## config.mk

```make
export PLATFORM = sky130hd
export DESIGN_NAME = mux4to1_rr_arbiter
export DESIGN_NICKNAME = d
export VERILOG_FILES = /design/src/rtl/mux4to1_rr_arbiter.sv
export SDC_FILE = /design/constraint.sdc
export NUM_CORES = 1
export LEC_CHECK = 0
export BUFFER_PORTS_ARGS = -buffer_cell sky130_fd_sc_hd__buf_2
export CAP_MARGIN = 25
export CORE_MARGIN = 4
export CORE_UTILIZATION = 45
export CTS_CLUSTER_SIZE = 25
export DETAILED_ROUTE_END_ITERATION = 8
export MAX_ROUTING_LAYER = met4
export PLACE_DENSITY = 0.69
export RECOVER_POWER = 25
export SLEW_MARGIN = 20
export SYNTH_ARGS = -nofsm -noshare
export SYNTH_HDL_FRONTEND = slang
export SYNTH_SLANG_ARGS = --single-unit
```

## constraint.sdc

```tcl
create_clock -name clk -period 2.6 [get_ports clk]
set_input_delay 0.65 -clock clk [delete_from_list [all_inputs] [get_ports clk]]
set_output_delay 0.65 -clock clk [all_outputs]
set_load 0.05 [all_outputs]
```

## src/rtl/mux4to1_rr_arbiter.sv

```systemverilog
// mux4to1_rr_arbiter
//   Round-robin arbiter and sequencer for a shared 4-to-1 word multiplexer.
//   It grants one requester at a time for a burst of up to MAX_BURST words,
//   drives the mux select lines, and registers the selected word onto f.
//
// Ports
//   clk           rising-edge clock
//   rst_n         asynchronous active-low reset
//   req[3:0]      request per requester, held until its transfers are done
//   w0..w3        requester data words (WIDTH bits)
//   gnt[3:0]      registered one-hot grant, zero when idle
//   s1, s0        registered mux select, {s1,s0} == granted index
//   f             registered selected word
//   f_valid       one-cycle strobe per transferred word
//
// state | meaning
// IDLE  | no grant outstanding, waiting for any req
// BUSY  | gnt[sel] active, transferring w[sel] while req[sel] holds
module mux4to1_rr_arbiter #(
    parameter int WIDTH     = 3,
    parameter int MAX_BURST = 4
) (
    input  logic             clk,
    input  logic             rst_n,
    input  logic [3:0]       req,
    input  logic [WIDTH-1:0] w0,
    input  logic [WIDTH-1:0] w1,
    input  logic [WIDTH-1:0] w2,
    input  logic [WIDTH-1:0] w3,
    output logic [3:0]       gnt,
    output logic             s0,
    output logic             s1,
    output logic [WIDTH-1:0] f,
    output logic             f_valid
);

    typedef enum logic {
        IDLE = 1'b0,
        BUSY = 1'b1
    } state_t;

    localparam logic [3:0] CNT_LAST = 4'(MAX_BURST - 1);

    state_t           state;
    logic [1:0]       sel;
    logic [1:0]       last;
    logic [3:0]       cnt;

    logic [WIDTH-1:0] w_cur;
    logic             xfer;
    logic             release_now;
    logic [2:0]       idle_pick;
    logic [2:0]       rel_pick;

    // Returns {found, index}: first set bit of r searching p, p+1, p+2, p+3 (mod 4).
    // Walking backwards lets the closest candidate overwrite the farther ones.
    function automatic logic [2:0] rr_pick(input logic [3:0] r, input logic [1:0] p);
        logic [2:0] res;
        logic [1:0] idx;
        res = 3'b000;
        for (int k = 3; k >= 0; k--) begin
            idx = p + 2'(k);
            if (r[idx]) res = {1'b1, idx};
        end
        return res;
    endfunction

    always_comb begin
        w_cur = w0;
        case (sel)
            2'd0: w_cur = w0;
            2'd1: w_cur = w1;
            2'd2: w_cur = w2;
            2'd3: w_cur = w3;
            default: w_cur = w0;
        endcase
    end

    assign xfer        = (state == BUSY) && gnt[sel] && req[sel];
    assign release_now = (state == BUSY) && (!req[sel] || (xfer && (cnt == CNT_LAST)));
    assign idle_pick   = rr_pick(req, last + 2'd1);
    // Searching from sel+1 puts the current owner last, so after an exhausted
    // burst it is re-granted only when nobody else is asking.
    assign rel_pick    = rr_pick(req, sel + 2'd1);

    always_ff @(posedge clk or negedge rst_n) begin
        if (!rst_n) begin
            state   <= IDLE;
            sel     <= 2'd0;
            last    <= 2'd3;
            cnt     <= 4'd0;
            gnt     <= 4'b0000;
            f       <= '0;
            f_valid <= 1'b0;
        end else begin
            case (state)
                IDLE: begin
                    f_valid <= 1'b0;
                    if (idle_pick[2]) begin
                        sel   <= idle_pick[1:0];
                        last  <= idle_pick[1:0];
                        gnt   <= 4'b0001 << idle_pick[1:0];
                        cnt   <= 4'd0;
                        state <= BUSY;
                    end else begin
                        gnt <= 4'b0000;
                    end
                end
                BUSY: begin
                    f_valid <= xfer;
                    if (xfer) begin
                        f   <= w_cur;
                        cnt <= cnt + 4'd1;
                    end
                    if (release_now) begin
                        if (rel_pick[2]) begin
                            sel  <= rel_pick[1:0];
                            last <= rel_pick[1:0];
                            gnt  <= 4'b0001 << rel_pick[1:0];
                            cnt  <= 4'd0;
                        end else begin
                            gnt   <= 4'b0000;
                            cnt   <= 4'd0;
                            state <= IDLE;
                        end
                    end
                end
                default: begin
                    state <= IDLE;
                    gnt   <= 4'b0000;
                end
            endcase
        end
    end

    assign s1 = sel[1];
    assign s0 = sel[0];

endmodule
```

Word level (Yosys, flattened, before mapping)
Cells that the tools add are included.
{"block": "classes", "eq_ne": 8, "mul": 0, "n_lt_le_gt_ge": 9, "bitwise": 1, "n_addsub": 9, "n_reduce_logical": 10, "mux": 46, "n_div": 0, "shift": 2}
{"op": "less-than comparator 2 x 3 -> 1 bit, second input constant", "count": 9}
{"op": "2-to-1 mux 3 bit", "count": 8}
{"op": "2-to-1 mux 4 bit", "count": 6}
{"op": "binary-select mux 1 bit (select 2 bit)", "count": 10}
{"op": "case mux 4 bit (2 select lines)", "count": 2}
{"op": "2-to-1 mux 1 bit", "count": 13}
{"op": "case mux 3 bit (4 select lines)", "count": 1}
{"op": "adder 2 x 1 -> 2 bit, second input constant", "count": 4}
{"op": "adder 2 bit, second input constant", "count": 4}
{"op": "<< shifter 1 x 2 -> 4 bit, first input constant", "count": 2}
{"op": "2-to-1 mux 2 bit", "count": 3}
{"op": "adder 4 x 1 -> 4 bit, second input constant", "count": 1}
{"op": "== test 2 bit, second input constant", "count": 2}
{"op": "== test 4 x 2 -> 1 bit, second input constant", "count": 1}
{"op": "logical AND 1 bit", "count": 4}
{"op": "!= test 2 x 1 -> 1 bit, second input constant", "count": 2}
{"op": "case mux 1 bit (2 select lines)", "count": 2}
{"op": "case mux 2 bit (2 select lines)", "count": 1}
{"op": "AND reduction 2 bit", "count": 2}
{"op": "!= test 3 x 1 -> 1 bit, second input constant", "count": 1}
{"op": "AND reduction 3 bit", "count": 1}
{"op": "== test 2 x 1 -> 1 bit, second input constant", "count": 1}
{"op": "logical NOT 2 bit", "count": 1}
{"op": "!= test 2 bit, second input constant", "count": 1}
{"op": "3 further kinds", "count": 3}
{"block": "word_totals", "output_inout_bits": 10, "mem_count": 0, "word_cells": 92, "ff_bits": 17, "ram_bits": 0, "rom_bits": 0, "input_bits": 18, "latch_bits": 0}

Longest topological paths before layout
Gate-level depths: netlist of run 1.
{"block": "depth", "ltp_word": 12, "mapped_depth": 8, "ltp_nobuf": 7}

Worst setup path before layout of run 1
No wires, ideal clock.
{"block": "synth_path", "path_type": "register -> register", "start": "reg sel[0]", "end": "reg sel[1]", "n_path_buf": 1, "stages_incl_launch_ff": 9, "setup_slack_ns": 0.165, "arrival_time_ns": 2.316, "synth_period_minus_slack_ns": 2.435, "setup_ns": 0.119, "t_required_ns": 2.481, "cell_sequence": "dfrtp_1 > buf_2 > inv_1 > ha_1 > nand2_1 > a221o_1 > o21a_1 > a2111o_1 > o21a_1"}
{"block": "synth_via", "elab_chain_cells": 11, "elab_cells_between_ends": 32, "classes_between": "4 x add/sub; 2 x eq/ne; 19 x mux; 7 x reduce/logical"}
{"element": "start, declared", "line_no": "45", "text": "logic [1:0] sel;"}
{"element": "start signal, assigned", "line_no": "100", "text": "sel <= idle_pick[1:0];"}
{"element": "start signal, assigned", "line_no": "117", "text": "sel <= rel_pick[1:0];"}
{"element": "adder 2 x 1 -> 2 bit", "line_no": "84", "text": "assign rel_pick = rr_pick(req, sel + 2'd1);"}
{"element": "adder 2 bit", "line_no": "62", "text": "idx = p + 2'(k);"}
{"element": "binary-select mux 1 bit (select 2 bit)", "line_no": "63", "text": "if (r[idx]) res = {1'b1, idx};"}
{"element": "2-to-1 mux 1 bit (not written as such)", "line_no": "63"}
{"element": "2-to-1 mux 3 bit (4 in series)", "line_no": "63"}
{"element": "2-to-1 mux 2 bit", "line_no": "116", "text": "if (rel_pick[2]) begin"}
{"element": "2-to-1 mux 2 bit", "line_no": "115", "text": "if (release_now) begin"}
{"element": "case mux 2 bit (2 select lines)", "line_no": "96", "text": "case (state)"}
Parallel ways exist; a longest one is shown, timed or not. The select of a mux whose other input is x is not followed.
A chain may end at the register's enable or synchronous reset.

Worst setup path after layout of run 1
{"block": "layout_path", "start": "reg sel[1]", "end": "reg sel[1]"}
Same word-level chain as after synthesis.

==> impl_metrics.env, run 1 <==
export IMPL_via_per_inst=5.78
export IMPL_clk_path_buf_depth=2
export IMPL_postCtsHoldBufs=0
export IMPL_required_ns=2.78
export IMPL_synth_edff_count=0
export IMPL_fill_cells=221
export IMPL_hpwl_mm=1.99
export IMPL_hp_class="in -> async"
export IMPL_initial_core_util_pct=48.7
export IMPL_cp_start_kind="flip-flop"
export IMPL_rsz0062_at_grt="false"
export IMPL_ys_types=44
export IMPL_power_leakage_uw=0.000610
export IMPL_ir_worst_vdd_uv=837
export IMPL_yosysTopAreaCellShare_pct=33.5
export IMPL_ios=28
export IMPL_fin_cells=171
export IMPL_routedWlPerCell_um=15.2
export IMPL_ys_seq_area_share_pct=38.2
export IMPL_ant_nets=0
export IMPL_setup_violations=0
export IMPL_place_inst=167
export IMPL_drt_initial_drc_count=59
export IMPL_overflow=0
export IMPL_period_minus_slack_ns=2.21
export IMPL_num_rows=17
export IMPL_yosys_most_used_dff="dfrtp_1"
export IMPL_grt_max_degree=18
export IMPL_num_vias=989
export IMPL_worst_ep_arrival_time_ns=2.40
export IMPL_cp_end_kind="flip-flop"
export IMPL_drive_above_1_share_pct=29.4
export IMPL_finalSetupTns_ns=0
export IMPL_fmax_mhz=452
export IMPL_portBuffers=27
export IMPL_clock_sinks=17
export IMPL_slew_violations=0
export IMPL_crit_fanout=7
export IMPL_grt_pass1_wl_mm=4.26
export IMPL_placed_area_sq_um=1270
export IMPL_fin_area_sq_um=1300
export IMPL_finish_net_count=167
export IMPL_gp_congestion=0.892
export IMPL_yosysTopAreaCell="dfrtp_1"
export IMPL_yosys_warnings=0
export IMPL_reg2regPathDepth=7
export IMPL_cts_made_buffers=3
export IMPL_async_flop_share_pct=100
export IMPL_diodes=0
export IMPL_finalWirelength_mm=2.60
export IMPL_power_density_nw_per_um2=1300
export IMPL_cts_setup_buffers=0
export IMPL_status="finished, final reports clean"
export IMPL_die_area_sq_um=3350
export IMPL_final_util_pct=56.5
export IMPL_die_width_um=57.9
export IMPL_fin_crit_sh_pct=85.2
export IMPL_die_y_um=57.9
export IMPL_synth_seq_cells=17
export IMPL_areaGrowthSynthToFinish_pct=16.0
export IMPL_clock_latency_ns=0.28
export IMPL_postSynthCellCount=114
export IMPL_max_cap_viol_count=0
export IMPL_avgSynthCellArea_sq_um=9.82
export IMPL_synth_area_leaders="dfrtp_1 (34%), ha_1 (5.6%), dfstp_2 (4.7%), o21ai_0 (4.5%), a21oi_1 (4.0%)"
export IMPL_drc=0
export IMPL_final_hold_violation_count=0
export IMPL_finalClockSkew_ns=0.00652
export IMPL_ff2ff_setup_slack_ns=0.39
export IMPL_core_area_sq_um=2300
export IMPL_max_slew_margin_rel_pct=41.0
export IMPL_synth_area_sq_um=1120
export IMPL_cts_resized=0
export IMPL_cts_tree="done"
export IMPL_cts_root_buffer="clkbuf_4"
export IMPL_clk_pin_slew_ns=0.09
export IMPL_first_global_vias=963
export IMPL_tightest_slew_ns=0.884
export IMPL_crit_type="reg -> reg"
export IMPL_grt_total_usage_pct=16.5
export IMPL_cts_max_level=1
export IMPL_antenna_found_initial=0
export IMPL_timing_hold_ws_ns=0.455
export IMPL_drt_pre_antenna_iters=4
export IMPL_syn_nets=137
[sequential cells by signal, summed over array words and instances, names as in the netlist]
signal / flops
f: 3
cnt: 4
gnt: 4
f_valid: 1
state: 1
last: 2
sel: 2
[cell type report]
cell class / instances / area [sq um] / share of cell area, %
clock buffer: 4 / 26.3 / 2.02
sequential: 17 / 428 / 32.9
tap: 28 / 35.0 / 2.70
multi-input combinational: 87 / 638 / 49.1
timing repair buffer: 29 / 149 / 11.5
inverter: 6 / 22.5 / 1.73
[cell usage after synthesis, types with 2 or more instances]
cell type  instances
dfstp_2            2
nor2_1             8
nor2b_1            3
mux4_2             2
a21oi_1            9
o22ai_1            3
a222oi_1           3
a22o_1             2
inv_1              6
o21a_1             5
dfrtp_1           15
o21ai_0           10
buf_6              2
nand2_1           10
ha_1               5
[routing by layer]
| metal | GRT usage (%) | share of wire [%] |
|---|---|---|
| met1 | 21.3 | 47 |
| met2 | 27.1 | 46 |
| met3 | 4.01 | 6.9 |
| met4 | 1.99 | 0.35 |
| met5 | - | 0 |
[kinds of logic (layout without fill, tap and decap cells)]
family,count (synthesis),in the layout,synth area share (%)
compound gates,45,45,29.4
mux,4,4,5.92
fa+ha+maj,5,5,5.59
simple gates,32,32,15.3
flops,17,17,38.2
buf+inv,10,39,4.80
xor+xnor,1,1,0.782
[layout by cell type, fill, tap and decap left out, types with 2 or more instances in the layout]
cell type / n
clkbuf_1: 2
o21ai_0: 10
inv_1: 6
dfstp_2: 2
o22ai_1: 3
nand2_1: 10
nor2b_1: 3
buf_2: 26
o21a_1: 5
nor2_1: 8
a222oi_1: 3
mux4_2: 2
ha_1: 5
a21oi_1: 9
buf_4: 2
clkbuf_4: 3
dfrtp_1: 15
a22o_1: 2
[worst paths after layout]
| kind | startpoint | to |
|---|---|---|
| min in group clk | f[0]$_DFFE_PN0P_ | f[0]$_DFFE_PN0P_ |
| worst min-delay path | rst_n | cnt[0]$_DFFE_PN0P_ |
| max in group asynchronous | rst_n | state$_DFF_PN0_ |
| worst max register to register | sel[1]$_DFFE_PN0P_ | sel[1]$_DFFE_PN0P_ |
| worst min register to register | f[0]$_DFFE_PN0P_ | f[0]$_DFFE_PN0P_ |
| worst max-delay path | sel[1]$_DFFE_PN0P_ | sel[1]$_DFFE_PN0P_ |
[report_power, final]
| group | switching, uW | internal, uW | total, uW |
|---|---|---|---|
| Sequential | 96.5 | 378 | 474 |
| Clock | 76.1 | 59.5 | 136 |
| Combinational | 681 | 399 | 1080 |
[metrics by stage]
step                setup WS (ns)  total power [uW]
floorplan                   0.165              1310
detailed placement          0.387              1560
finish                      0.385              1690
CTS                         0.373              1700
global placement            0.451              1530
global route                0.236              1820
[worst max-delay path, cell delays in order (launching register included)]
cell and delay, ns:
dfrtp_1 0.55, inv_1 0.11, ha_1 0.36, nand2_1 0.08
a221o_1 0.34, o21a_1 0.15, a2111o_1 0.43, o21a_1 0.11
Note: power is estimated with default switching activity, not from simulation.
==> inputs of run 2 (changes only) <==
--- a/config.mk
+++ b/config.mk
@@ -5,14 +5,14 @@
 export SDC_FILE = /design/constraint.sdc
 export NUM_CORES = 1
 export LEC_CHECK = 0
-export BUFFER_PORTS_ARGS = -buffer_cell sky130_fd_sc_hd__buf_2
 export CAP_MARGIN = 25
 export CORE_MARGIN = 4
-export CORE_UTILIZATION = 45
+export CORE_UTILIZATION = 61
 export CTS_CLUSTER_SIZE = 25
 export DETAILED_ROUTE_END_ITERATION = 8
+export DONT_BUFFER_PORTS = 1
 export MAX_ROUTING_LAYER = met4
-export PLACE_DENSITY = 0.69
+export PLACE_DENSITY = 0.77
 export RECOVER_POWER = 25
 export SLEW_MARGIN = 20
 export SYNTH_ARGS = -nofsm -noshare
==> run 2 against run 1 <==
- final cell count down 17%
- die area down 23%
- worst setup slack better by 0.25 ns
- via count down 8.9%
- maximum frequency up 13%
- hold slack worse by 0.41 ns
- clock power about the same
- non-clock buffer count down 26
- global-route usage up 3.2 points
- largest cell class unchanged
- first-iteration DRC count down 58%
- sequential share of layout area up 3.7 points
- clock skew down 0.0028 ns
==> impl_metrics.env, run 2 (same netlist as run 1, synthesis figures left out) <==
export IMPL_ff2ff_setup_slack_ns=0.64
export IMPL_clk_path_buf_depth=2
export IMPL_cp_start_kind="flip-flop"
export IMPL_finalClockSkew_ns=0.00368
export IMPL_core_area_sq_um=1730
export IMPL_finalSetupTns_ns=0
export IMPL_finish_net_count=141
export IMPL_clock_power_share_pct=8.5
export IMPL_power_internal_uw=792
export IMPL_crit_type="reg -> reg"
export IMPL_die_area_sq_um=2590
export IMPL_cp_top_family="compound AO/OA/AOI/OAI gates"
export IMPL_final_hold_violation_count=0
export IMPL_switchingPower_uw=805
export IMPL_grt_busiest_layer="met2"
export IMPL_layout_commonest_cell="dfrtp_1"
export IMPL_fin_crit_sh_pct=75.5
export IMPL_portBuffers=0
export IMPL_drive_above_1_share_pct=14.5
export IMPL_clock_sinks=17
export IMPL_switching_share_pct=50.4
export IMPL_status="finished, final reports clean"
export IMPL_power_leakage_uw=0.000506
export IMPL_cts_resized=0
export IMPL_fill_cells=151
export IMPL_r2r_end="sel[1]$_DFFE_PN0P_"
export IMPL_cpPeakStageDelay_ns=0.43
export IMPL_seq_area_sq_um=428
export IMPL_grtUsageMet1_pct=23.6
export IMPL_critPathBufInv=1
export IMPL_rsz0062_at_grt="false"
export IMPL_overflow=0
export IMPL_cts_made_buffers=3
export IMPL_grt_pass1_wl_mm=3.75
export IMPL_clock_latency_ns=0.28
export IMPL_p_seq_share_pct=40.1
export IMPL_hp_class="in -> async"
export IMPL_via_per_inst=6.35
export IMPL_drc=0
export IMPL_num_rows=15
export IMPL_post_place_ws_ns=0.639
export IMPL_final_cell_mix="dfrtp_1 (15), nand2_1 (10), o21ai_0 (10), a21oi_1 (9), nor2_1 (8)"
export IMPL_globalRouteMet2Util_pct=31.1
export IMPL_cts_tree="done"
export IMPL_first_global_vias=828
export IMPL_grt_max_degree=18
export IMPL_clk_pin_slew_ns=0.09
export IMPL_p_comb_share_pct=51.4
export IMPL_reg2reg_from="sel[0]$_DFFE_PN0P_"
export IMPL_required_ns=2.79
export IMPL_gp_congestion=0.894
export IMPL_cts_max_level=1
export IMPL_grt_total_usage_pct=19.7
export IMPL_antenna_found_initial=0
export IMPL_fmax_mhz=509
export IMPL_cp_cell_sequence="inv_1, ha_1, nand2_1, a221o_1, o21a_1, a2111o_1, o21a_1"
export IMPL_setup_violations=0
export IMPL_tightest_slew_ns=0.506
export IMPL_ios=28
export IMPL_slowest_stage="a2111o_1"
export IMPL_cts_root_buffer="clkbuf_4"
export IMPL_slew_violations=0
export IMPL_areaGrowthSynthToFinish_pct=4.36
export IMPL_period_minus_slack_ns=1.96
export IMPL_met3_usage_pct=5.83
export IMPL_multi_input_area_sq_um=638
export IMPL_ant_nets=0
export IMPL_drt_pre_antenna_iters=4
export IMPL_cpMostUsedCell="o21a_1"
export IMPL_cp_end_kind="flip-flop"
export IMPL_hpwl_mm=1.68
export IMPL_die_y_um=50.8
export IMPL_max_cap_viol_count=0
export IMPL_finalWirelength_mm=2.16
export IMPL_die_width_um=50.8
export IMPL_crit_fanout=5
export IMPL_initial_core_util_pct=64.9
export IMPL_postCtsHoldBufs=0
export IMPL_drt_initial_drc_count=25
export IMPL_routedWlPerCell_um=15.2
export IMPL_diodes=0
export IMPL_ir_worst_vdd_uv=703
export IMPL_num_vias=901
export IMPL_worst_slack_ns=0.636
export IMPL_power_density_nw_per_um2=1370
export IMPL_cts_setup_buffers=0
export IMPL_max_slew_margin_rel_pct=66.3
export IMPL_reg2regPathDepth=7
export IMPL_top_regs="cnt x4, gnt x4, f x3"
export IMPL_worst_ep_arrival_time_ns=2.15
run 2: layer usage:
metal / vias to the layer above / wire, um
li1: 438 / -
met1: 426 / 944
met2: 32 / 1040
met3: 5 / 138
met4: 0 / 32
met5: - / 0
run 2: through the flow:
| stage | std cells | hold slack [ns] | utilization (%) | area (sq um) | total power, uW |
|---|---|---|---|---|---|
| after CTS | 142 | 0.0383 | 67.7 | 1170 | 1610 |
| after floorplan | 114 | 0.354 | - | 1120 | 1310 |
| final | 142 | 0.0455 | 67.7 | 1170 | 1600 |
| after global routing | 142 | 0.0202 | 67.7 | 1170 | 1730 |
| after global placement | 138 | 0.355 | 66.2 | 1140 | 1440 |
| after detailed placement | 138 | 0.355 | 66.2 | 1140 | 1470 |
run 2: worst max-delay path by stage:
stage,start,endpoint,depth (start not counted)
after floorplan,sel[0]$_DFFE_PN0P_,sel[1]$_DFFE_PN0P_,8
after global placement,sel[0]$_DFFE_PN0P_,sel[1]$_DFFE_PN0P_,7
after detailed placement,sel[0]$_DFFE_PN0P_,sel[1]$_DFFE_PN0P_,7
after CTS,sel[0]$_DFFE_PN0P_,sel[1]$_DFFE_PN0P_,7
after global routing,sel[0]$_DFFE_PN0P_,sel[1]$_DFFE_PN0P_,7
final,sel[0]$_DFFE_PN0P_,sel[1]$_DFFE_PN0P_,7
run 2: power groups by stage:
| stage | Combinational (uW) | Sequential, uW | Clock (uW) |
|---|---|---|---|
| after detailed placement | 822 | 647 | 0 |
| after global routing | 925 | 655 | 155 |
| final | 821 | 639 | 136 |
| after floorplan | 620 | 691 | 0 |
| after CTS | 824 | 641 | 142 |
| after global placement | 799 | 646 | 0 |
run 2: cell type report:
class | count | share of cell area, %
Sequential cell | 17 | 36.6
Tap cell | 25 | 2.68
Timing Repair Buffer | 3 | 1.93
Clock buffer | 4 | 2.25
Inverter | 6 | 1.93
Multi-Input combinational cell | 87 | 54.6
==> inputs of run 3 (changes only) <==
--- a/config.mk
+++ b/config.mk
@@ -7,12 +7,12 @@
 export LEC_CHECK = 0
 export CAP_MARGIN = 25
 export CORE_MARGIN = 4
-export CORE_UTILIZATION = 61
+export CORE_UTILIZATION = 55
 export CTS_CLUSTER_SIZE = 25
 export DETAILED_ROUTE_END_ITERATION = 8
 export DONT_BUFFER_PORTS = 1
 export MAX_ROUTING_LAYER = met4
-export PLACE_DENSITY = 0.77
+export PLACE_DENSITY = 0.73
 export RECOVER_POWER = 25
 export SLEW_MARGIN = 20
 export SYNTH_ARGS = -nofsm -noshare
==> constraint.sdc (replaced) <==
create_clock -name clk -period 1.58 [get_ports clk]
set_input_delay 0.395 -clock clk [delete_from_list [all_inputs] [get_ports clk]]
set_output_delay 0.395 -clock clk [all_outputs]
set_load 0.05 [all_outputs]
==> run 3 against run 2 <==
- the flow now finishes with violations (negative setup slack)
- utilization increased by 15 points
- hold slack improved by 0.23 ns
- final area increased by 38%
- routed wire length increased by 36%
- final cell count increased by 27%
- clock power increased by 74%
- critical path type unchanged
- largest power group unchanged
==> impl_metrics.env, run 3 (same netlist as run 1, synthesis figures left out) <==
export IMPL_cp_end_kind="flip-flop"
export IMPL_portBuffers=0
export IMPL_ff2ff_setup_slack_ns=-0.27
export IMPL_finalClockSkew_ns=0.0103
export IMPL_grt_total_usage_pct=24.2
export IMPL_slowest_stage="dfrtp_2"
export IMPL_cts_root_buffer="clkbuf_4"
export IMPL_crit_type="reg -> reg"
export IMPL_drive_above_1_share_pct=50.3
export IMPL_period_minus_slack_ns=1.85
export IMPL_routedWlPerCell_um=16.4
export IMPL_gp_congestion=0.812
export IMPL_max_slew_margin_rel_pct=49.4
export IMPL_drt_initial_drc_count=32
export IMPL_cp_cell_sequence="inv_4, ha_4, nand2_2, a221o_1, o21a_1, a2111o_1, o21a_1"
export IMPL_clock_sinks=17
export IMPL_crit_fanout=5
export IMPL_die_area_sq_um=2820
export IMPL_status="finished, violations left"
export IMPL_setup_violations=16
export IMPL_finish_net_count=177
export IMPL_fin_crit_sh_pct=117
export IMPL_fmax_mhz=540
export IMPL_first_global_vias=1059
export IMPL_initial_core_util_pct=57.7
export IMPL_clock_latency_ns=0.30
export IMPL_switchingPower_uw=1790
export IMPL_violations="negative setup slack"
export IMPL_cpPeakStageDelay_ns=0.43
export IMPL_rsz0062_at_grt="true"
export IMPL_fin_cells=180
export IMPL_ios=28
export IMPL_cpMostUsedCell="o21a_1"
export IMPL_power_internal_uw=2180
export IMPL_post_place_ws_ns=-0.312
export IMPL_power_density_nw_per_um2=2460
export IMPL_switching_share_pct=45.1
export IMPL_drt_pre_antenna_iters=4
export IMPL_reg2regPathDepth=7
export IMPL_hp_class="in -> reg"
export IMPL_final_util_pct=82.9
export IMPL_p_seq_share_pct=23.0
export IMPL_top_regs="cnt x4, gnt x4, f x3"
export IMPL_grt_max_degree=18
export IMPL_slew_violations=0
export IMPL_ir_worst_vdd_uv=1440
export IMPL_via_per_inst=6.01
export IMPL_cts_made_buffers=3
export IMPL_cts_tree="done"
export IMPL_fill_cells=107
export IMPL_final_hold_violation_count=0
export IMPL_die_width_um=53.1
export IMPL_reg2reg_from="sel[0]$_DFFE_PN0P_"
export IMPL_tightest_slew_ns=0.756
export IMPL_diodes=0
export IMPL_grt_pass1_wl_mm=4.79
export IMPL_endpoint="sel[1]$_DFFE_PN0P_"
export IMPL_layout_commonest_cell="buf_4"
export IMPL_power_uw=3970
export IMPL_areaGrowthSynthToFinish_pct=43.8
export IMPL_cts_max_level=1
export IMPL_finalWirelength_mm=2.95
export IMPL_drc=0
export IMPL_cp_start_kind="flip-flop"
export IMPL_clk_pin_slew_ns=0.10
export IMPL_worstSetupStartpoint="sel[0]$_DFFE_PN0P_"
export IMPL_p_comb_share_pct=71.1
export IMPL_place_inst=166
export IMPL_num_rows=16
export IMPL_num_vias=1081
export IMPL_required_ns=1.77
export IMPL_r2r_end="sel[1]$_DFFE_PN0P_"
export IMPL_antenna_found_initial=0
export IMPL_final_cell_mix="buf_4 (30), dfrtp_1 (13), nor2_1 (7), a21oi_1 (7), buf_6 (7)"
export IMPL_core_area_sq_um=1940
export IMPL_hpwl_mm=2.17
export IMPL_clock_power_share_pct=5.9
export IMPL_worst_slack_ns=-0.273
export IMPL_ant_nets=0
export IMPL_clk_path_buf_depth=2
export IMPL_power_leakage_uw=0.000706
export IMPL_worst_ep_arrival_time_ns=2.04
export IMPL_die_y_um=53.1
export IMPL_max_cap_viol_count=0
export IMPL_overflow=0
export IMPL_timing_hold_ws_ns=0.276
==> run 3: cell count changes in the layout (fill, tap and decap cells not counted), sizes merged <==
cell,delta
buf,+35
dlygate4sd3,+1
==> run 3: area by class of cell <==
| cell class | instances | area [sq um] | area share, % |
|---|---|---|---|
| inverter | 6 | 25.0 | 1.55 |
| timing repair buffer | 39 | 329 | 20.4 |
| multi-input combinational | 87 | 766 | 47.6 |
| clock buffer | 4 | 26.3 | 1.63 |
| sequential | 17 | 430 | 26.7 |
| tap | 27 | 33.8 | 2.10 |
==> run 3: metrics by stage <==
stage                     area (sq um)  setup TNS [ns]
final                             1610           -2.90
after detailed placement          1370           -1.97
after global routing              1610           -4.37
after CTS                         1530           -2.74
after global placement            1370           -1.43
after floorplan                   1150           -3.23
==> run 3: worst max-delay path: cells and delay by family (launching register included) <==
| kind | cells | cell delay (ns) |
|---|---|---|
| compound gates | 4 | 0.96 |
| buf+inv | 1 | 0.05 |
| flops | 1 | 0.43 |
| fa+ha+maj | 1 | 0.27 |
| simple gates | 1 | 0.04 |
==> run 3: repair_timing <==
item,in CTS,in global routing
hold buffers,1,0
pin swaps,7,8
hold endpoints to repair,17,0
endpoints found under the setup margin,15,16
resized for setup,21,15
setup buffers,6,3
==> run 3: worst min path at each step <==
stage / start / endpoint / cells after the start
finish: w0[0] / f[0]$_DFFE_PN0P_ / 2
global route: w0[2] / f[2]$_DFFE_PN0P_ / 2
CTS: w0[0] / f[0]$_DFFE_PN0P_ / 2
detailed placement: rst_n / f[0]$_DFFE_PN0P_ / 0
global placement: rst_n / f[0]$_DFFE_PN0P_ / 0
floorplan: rst_n / cnt[0]$_DFFE_PN0P_ / 0
==> run 3: routing by layer <==
metal  up-vias  GRT usage [%]  wire (um)
met5         -              -          0
met4         0           5.11         29
met3         5           6.76        239
met2        41           40.3       1420
met1       520           29.2       1260
li1        515              -          -
==> run 3: power by group through the flow <==
stage          combinational [uW]  sequential, uW  clock, uW
2_1_floorplan                1130            1150          0
3_3_place_gp                 2060             901          0
3_5_place_dp                 2130             914          0
4_1_cts                      2520             903        238
5_1_grt                      3040             934        262
6_report                     2820             911        236
